--- config.mk ---
export PLATFORM = sky130hd
export DESIGN_NAME = axi4lite_master
export DESIGN_NICKNAME = d
export VERILOG_FILES = /design/src/rtl/axi4lite_master.sv
export SDC_FILE = /design/constraint.sdc
export NUM_CORES = 1
export LEC_CHECK = 0
export ABC_AREA = 0
export CORE_ASPECT_RATIO = 0.75
export CORE_MARGIN = 2
export CORE_UTILIZATION = 37
export DETAILED_ROUTE_END_ITERATION = 12
export PLACE_DENSITY = 0.77
export REMOVE_ABC_BUFFERS = 1
export SKIP_LAST_GASP = 1
export SLEW_MARGIN = 20
export SYNTH_ARGS = -nofsm -noshare
export SYNTH_HDL_FRONTEND = slang
export SYNTH_SLANG_ARGS = --single-unit
--- constraint.sdc ---
create_clock -name m_axi_aclk -period 1.4 [get_ports m_axi_aclk]
set_input_delay 0.28 -clock m_axi_aclk [delete_from_list [all_inputs] [get_ports m_axi_aclk]]
set_output_delay 0.28 -clock m_axi_aclk [all_outputs]
set_load 0.005 [all_outputs]
--- src/rtl/axi4lite_master.sv ---
// Single-outstanding AXI4-Lite master: turns one valid/ready command into AW/W/B or AR/R
// traffic and hands the write response or read data back on a valid/ready response port.
module axi4lite_master #(
  parameter int DATA_WIDTH = 32,
  parameter int ADDR_WIDTH = 6
) (
  input  logic                  m_axi_aclk,
  input  logic                  m_axi_aresetn,
  input  logic                  cmd_valid,
  output logic                  cmd_ready,
  input  logic                  cmd_write,
  input  logic [ADDR_WIDTH-1:0] cmd_addr,
  input  logic [DATA_WIDTH-1:0] cmd_wdata,
  output logic                  rsp_valid,
  input  logic                  rsp_ready,
  output logic                  rsp_write,
  output logic [DATA_WIDTH-1:0] rsp_rdata,
  output logic [1:0]            rsp_resp,
  output logic [ADDR_WIDTH-1:0] m_axi_awaddr,
  output logic                  m_axi_awvalid,
  input  logic                  m_axi_awready,
  output logic [DATA_WIDTH-1:0] m_axi_wdata,
  output logic                  m_axi_wvalid,
  input  logic                  m_axi_wready,
  input  logic [1:0]            m_axi_bresp,
  input  logic                  m_axi_bvalid,
  output logic                  m_axi_bready,
  output logic [ADDR_WIDTH-1:0] m_axi_araddr,
  output logic                  m_axi_arvalid,
  input  logic                  m_axi_arready,
  input  logic [DATA_WIDTH-1:0] m_axi_rdata,
  input  logic                  m_axi_rvalid,
  output logic                  m_axi_rready
);

  localparam logic [2:0] S_IDLE    = 3'd0;
  localparam logic [2:0] S_WR_AW_W = 3'd1;
  localparam logic [2:0] S_WR_B    = 3'd2;
  localparam logic [2:0] S_RD_AR   = 3'd3;
  localparam logic [2:0] S_RD_R    = 3'd4;
  localparam logic [2:0] S_RSP     = 3'd5;

  logic [2:0]            r_state;
  logic                  r_cmd_ready;
  logic [ADDR_WIDTH-1:0] r_addr;
  logic [DATA_WIDTH-1:0] r_wdata;
  logic                  r_awvalid;
  logic                  r_wvalid;
  logic                  r_aw_done;
  logic                  r_w_done;
  logic                  r_bready;
  logic                  r_arvalid;
  logic                  r_rready;
  logic                  r_rsp_valid;
  logic                  r_rsp_write;
  logic [DATA_WIDTH-1:0] r_rsp_rdata;
  logic [1:0]            r_rsp_resp;

  logic w_aw_fin;
  logic w_w_fin;

  // AW and W complete independently; either may finish first or both on the same edge
  assign w_aw_fin = r_aw_done | (r_awvalid & m_axi_awready);
  assign w_w_fin  = r_w_done  | (r_wvalid  & m_axi_wready);

  // Transaction FSM; every output is a flop so no input reaches an output combinationally
  always_ff @(posedge m_axi_aclk) begin
    if (!m_axi_aresetn) begin
      r_state     <= S_IDLE;
      r_cmd_ready <= 1'b0;
      r_addr      <= {ADDR_WIDTH{1'b0}};
      r_wdata     <= {DATA_WIDTH{1'b0}};
      r_awvalid   <= 1'b0;
      r_wvalid    <= 1'b0;
      r_aw_done   <= 1'b0;
      r_w_done    <= 1'b0;
      r_bready    <= 1'b0;
      r_arvalid   <= 1'b0;
      r_rready    <= 1'b0;
      r_rsp_valid <= 1'b0;
      r_rsp_write <= 1'b0;
      r_rsp_rdata <= {DATA_WIDTH{1'b0}};
      r_rsp_resp  <= 2'b00;
    end else begin
      case (r_state)
        S_IDLE: begin
          if (r_cmd_ready && cmd_valid) begin
            r_cmd_ready <= 1'b0;
            r_addr      <= cmd_addr;
            if (cmd_write) begin
              r_wdata   <= cmd_wdata;
              r_awvalid <= 1'b1;
              r_wvalid  <= 1'b1;
              r_state   <= S_WR_AW_W;
            end else begin
              r_wdata   <= {DATA_WIDTH{1'b0}};
              r_arvalid <= 1'b1;
              r_state   <= S_RD_AR;
            end
          end else begin
            r_cmd_ready <= 1'b1;
          end
        end
        S_WR_AW_W: begin
          if (r_awvalid && m_axi_awready) begin
            r_awvalid <= 1'b0;
            r_aw_done <= 1'b1;
          end
          if (r_wvalid && m_axi_wready) begin
            r_wvalid <= 1'b0;
            r_w_done <= 1'b1;
          end
          if (w_aw_fin && w_w_fin) begin
            r_aw_done <= 1'b0;
            r_w_done  <= 1'b0;
            r_bready  <= 1'b1;
            r_state   <= S_WR_B;
          end
        end
        S_WR_B: begin
          if (m_axi_bvalid) begin
            r_bready    <= 1'b0;
            r_rsp_valid <= 1'b1;
            r_rsp_write <= 1'b1;
            r_rsp_rdata <= {DATA_WIDTH{1'b0}};
            r_rsp_resp  <= m_axi_bresp;
            r_state     <= S_RSP;
          end
        end
        S_RD_AR: begin
          if (m_axi_arready) begin
            r_arvalid <= 1'b0;
            r_rready  <= 1'b1;
            r_state   <= S_RD_R;
          end
        end
        S_RD_R: begin
          if (m_axi_rvalid) begin
            r_rready    <= 1'b0;
            r_rsp_valid <= 1'b1;
            r_rsp_write <= 1'b0;
            r_rsp_rdata <= m_axi_rdata;
            r_rsp_resp  <= 2'b00;
            r_state     <= S_RSP;
          end
        end
        S_RSP: begin
          // rsp_* stay frozen until the consumer takes them
          if (rsp_ready) begin
            r_rsp_valid <= 1'b0;
            r_cmd_ready <= 1'b1;
            r_state     <= S_IDLE;
          end
        end
        default: begin
          r_state     <= S_IDLE;
          r_cmd_ready <= 1'b0;
          r_awvalid   <= 1'b0;
          r_wvalid    <= 1'b0;
          r_aw_done   <= 1'b0;
          r_w_done    <= 1'b0;
          r_bready    <= 1'b0;
          r_arvalid   <= 1'b0;
          r_rready    <= 1'b0;
          r_rsp_valid <= 1'b0;
        end
      endcase
    end
  end

  assign cmd_ready     = r_cmd_ready;
  assign rsp_valid     = r_rsp_valid;
  assign rsp_write     = r_rsp_write;
  assign rsp_rdata     = r_rsp_rdata;
  assign rsp_resp      = r_rsp_resp;
  assign m_axi_awaddr  = r_addr;
  assign m_axi_araddr  = r_addr;
  assign m_axi_wdata   = r_wdata;
  assign m_axi_awvalid = r_awvalid;
  assign m_axi_wvalid  = r_wvalid;
  assign m_axi_bready  = r_bready;
  assign m_axi_arvalid = r_arvalid;
  assign m_axi_rready  = r_rready;

endmodule

==> flow_summary_export.csv <==
group,metric,value,unit
cells_and_area,final_cell_mix,"87 x sky130_fd_sc_hd__dlygate4sd2_1, 80 x sky130_fd_sc_hd__clkdlybuf4s50_1, 77 x sky130_fd_sc_hd__nand2_1, 70 x sky130_fd_sc_hd__dfxtp_1, 47 x sky130_fd_sc_hd__a21oi_1",
critical_path,cp.required,1.66,ns
routing,route.detailed.vias_per_inst,5.18,
clock_tree,clk_path_buf_depth,2,
logic_synthesis,synth.ff_latch_count,85,
timing,worst_slack,-0.114,ns
pwr,static-leakage-power,2.67,nW
pwr,powerDensity,1320,mW/mm²
clock_tree,htree_num_levels,3,
cells_and_area,final_layout_size_suffix_gt1_frac,0.290,
cells_and_area,finish.cell_count_without_fillers,756,
logic_synthesis,netlist_area,0.00351,mm²
critical_path,end_kind,"register",
die,count_of_pins_on_the_block_boundary,168,
logic_synthesis,synth_edf_count,0,
timing,timing.hold.ws,0.452,ns
logic_synthesis,yosys_warnings,0,
grt,grt_max_degree,34,
grt,track_usage,0.222,
placement,buffer_ports.inserted,167,
cells_and_area,flow.area_growth_from_synthesis,84.0,%
routing,avgRoutedWirePerCell,17.5,µm
routing,detail_route.wirelength,13.2,mm
critical_path,timing.critical_path.from_type,"register",
critical_path,timing.critical_path.fanout_max,7,
clock_tree,clock_root_buffer,"sky130_fd_sc_hd__clkbuf_16",
status,failed_checks,"setup timing",
die,core.rowCount,30,
logic_synthesis,postSynthCellCount,422,
placement,numPlacedInstances,710,
job,max_cap_violations,0,
die,core_footprint,0.00912,mm²
timing,final_hold_viol_count,0,
cells_and_area,post_layout_net_count,707,
clock_tree,cts_made_buffers,9,
clock_tree,cts_tree,"built",
placement,place.detailed.hpwl,7.78,mm
placement,routabilityCongestion,0.859,
worst_hold_path,hold_class,"reg2reg",
timing,final_setup_violations,46,
clock_tree,cts_clk_pin_slew_worst_paths,0.06,ns
critical_path,timing.reg2reg.worst_path_depth,7,
die,die-area,0.0103,mm²
routing,drcViolationCount,0,
timing,layout_worst_path_cycle_share,1.08,
routing,initialDrtViolationCount,280,
clock_tree,clock_latency_at_the_later_pin_of_the_worst_skew_pair,0.34,ns
timing,unrepaired_setup_endpoints_after_global_routing,"true",
critical_path,r2r-start,"r_state[1]$_SDFFE_PN0P_",
clock_tree,cts.sink_count,85,
die,chipWidth,116,µm
pwr,vdd_ir_drop_max,0.000769,V
grt,grt_first_pass_wirelength,17.7,mm
status,outcome,"finished with violations",
logic_synthesis,synth_sequential_area_ratio,0.485,
critical_path,critPathArrivalTime,1.77,ns
routing,route.vias.total,3916,
logic_synthesis,syn_area_per_cell,8.31,µm²
cells_and_area,final_cell_area,0.00646,mm²
timing,fmax,661,MHz
timing,worstMarginPinSlew,0.345,ns
timing,drv_slew,0,
cells_and_area,antenna_cells,0,
logic_synthesis,most_used_flip_flop_cell_after_synthesis,"sky130_fd_sc_hd__dfxtp_1",
critical_path,worst-r2r-setup-slack,-0.11,ns
timing,fin_crit,1.51,ns
timing,worst_clock_skew,0.00763,ns
critical_path,critical_path_class,"reg2reg",
routing,drt.antenna.violating_nets,0,
timing,slew_headroom,0.768,
critical_path,end_of_the_worst_register_to_register_path,"m_axi_wdata[8]$_SDFFE_PN0P_",
critical_path,critical_path.endpoint,"m_axi_wdata[8]$_SDFFE_PN0P_",
die,fp.dieH,88.3,µm
logic_synthesis,async_reset_ff_frac,0,
grt,antenna_found_initial,0,
routing,firstDrtPassIters,4,
grt,first_global_vias,3728,
critical_path,critical_path.startpoint,"r_state[1]$_SDFFE_PN0P_",
placement,place_area,0.00540,mm²
grt,grt_remaining_overflow,0,
logic_synthesis,synth.lib_cells_used.distinct,38,
die,start_util,0.385,
timing,tns,-2.26,ns
cells_and_area,layout.cells.most_common,"sky130_fd_sc_hd__dlygate4sd2_1",
==> registers in the layout, summed over array words and instances, names as in the netlist, 2 cells and up <==
register	count
rsp_resp	2
rsp_rdata	32
r_state	3
m_axi_wdata	32
m_axi_araddr	6
==> report_power, final <==
part	leakage (nW)	total, mW	internal (mW)	switching [mW]
Clock	0.135	2.27	1.26	1.01
Sequential	0.695	2.85	2.68	0.167
Combinational	1.84	3.42	1.81	1.61
Total	2.67	8.54	5.75	2.79
==> synth_stat cells, types with 2 or more instances <==
library cell                count  area (µm²)
sky130_fd_sc_hd__buf_6         16         180
sky130_fd_sc_hd__a21oi_1       76         380
sky130_fd_sc_hd__nor3_1         4        20.0
sky130_fd_sc_hd__buf_2          6        30.0
sky130_fd_sc_hd__a21o_1         2        15.0
sky130_fd_sc_hd__buf_4          8        60.1
sky130_fd_sc_hd__a211oi_1       3        22.5
sky130_fd_sc_hd__mux2i_1        3        30.0
sky130_fd_sc_hd__clkbuf_1      11        41.3
sky130_fd_sc_hd__nand2_1       83         312
sky130_fd_sc_hd__o21ai_0        4        20.0
sky130_fd_sc_hd__ha_1           2        25.0
sky130_fd_sc_hd__inv_1          5        18.8
sky130_fd_sc_hd__a22oi_1        2        15.0
sky130_fd_sc_hd__a21oi_2        2        17.5
sky130_fd_sc_hd__o2111ai_1      2        17.5
sky130_fd_sc_hd__nand3b_1       2        15.0
sky130_fd_sc_hd__nand3_1       67         335
sky130_fd_sc_hd__nor2_1        16        60.1
sky130_fd_sc_hd__o31ai_1        2        15.0
sky130_fd_sc_hd__inv_2          2        7.51
sky130_fd_sc_hd__a31oi_1        2        12.5
sky130_fd_sc_hd__and3_1         3        18.8
sky130_fd_sc_hd__dfxtp_1       85        1700
==> through the flow <==
step	util	power [mW]	setup slack (ns)
5_1_grt	0.708	8.92	-0.125
2_1_floorplan	-	3.85	-0.656
3_3_place_gp	0.592	5.26	-0.289
6_report	0.708	8.54	-0.114
4_1_cts	0.643	7.84	-0.0884
3_5_place_dp	0.592	5.32	-0.296
==> layer usage <==
metal | vias to the layer above | track usage | share of wire
met1 | 1860 | 0.233 | 0.38
met2 | 170 | 0.396 | 0.49
met4 | 0 | 0.102 | 0.029
met3 | 33 | 0.0884 | 0.091
met5 | - | 0 | 0
li1 | 1853 | - | -
==> cell families after synthesis <==
| kind of cell | Yosys count | share of synthesized area |
|---|---|---|
| compound gates | 101 | 0.166 |
| mux | 3 | 0.00856 |
| flops | 85 | 0.485 |
| buf+inv | 48 | 0.0963 |
| simple gates | 183 | 0.237 |
| fa+ha+maj | 2 | 0.00713 |
==> worst min path at each step <==
stage	start	endpoint	slack, ns	cells after the start
after floorplan	m_axi_aresetn	m_axi_arvalid$_SDFFE_PN0P_	0.42	2
after global placement	m_axi_wdata[1]$_SDFFE_PN0P_	m_axi_wdata[1]$_SDFFE_PN0P_	0.44	2
after detailed placement	m_axi_wdata[25]$_SDFFE_PN0P_	m_axi_wdata[25]$_SDFFE_PN0P_	0.44	2
after CTS	m_axi_wdata[25]$_SDFFE_PN0P_	m_axi_wdata[25]$_SDFFE_PN0P_	0.45	2
after global routing	rsp_rdata[25]$_SDFFE_PN0P_	rsp_rdata[25]$_SDFFE_PN0P_	0.48	2
final	m_axi_wdata[25]$_SDFFE_PN0P_	m_axi_wdata[25]$_SDFFE_PN0P_	0.45	2
==> worst max-delay path, cell delays in order, from the launching register on <==
cell	delay (ns)
sky130_fd_sc_hd__dfxtp_4	0.36
sky130_fd_sc_hd__buf_6	0.13
sky130_fd_sc_hd__or2_4	0.26
sky130_fd_sc_hd__nor2_4	0.12
sky130_fd_sc_hd__buf_12	0.14
sky130_fd_sc_hd__clkbuf_16	0.14
sky130_fd_sc_hd__nand3_1	0.09
sky130_fd_sc_hd__a21oi_1	0.18
==> repair_timing <==
| action | CTS | global route |
|---|---|---|
| gates resized for setup | 126 | 83 |
| setup buffers | 10 | 7 |
| pin swaps | 20 | 55 |
| endpoints found under the setup margin | 164 | 79 |
| gates cloned | 4 | 9 |
| hold buffers | 0 | 0 |
==> area by class of cell <==
type                    instances  area, µm²
clock inverters                 6       46.3
well taps                     128        160
flip-flops and latches         85       1730
fillers                       705       2670
clock buffers                  10        239
repair buffers                231       2400
multi-input cells             289       1860
inverters                       7       28.8
Note: power is estimated with default switching activity, not from simulation.
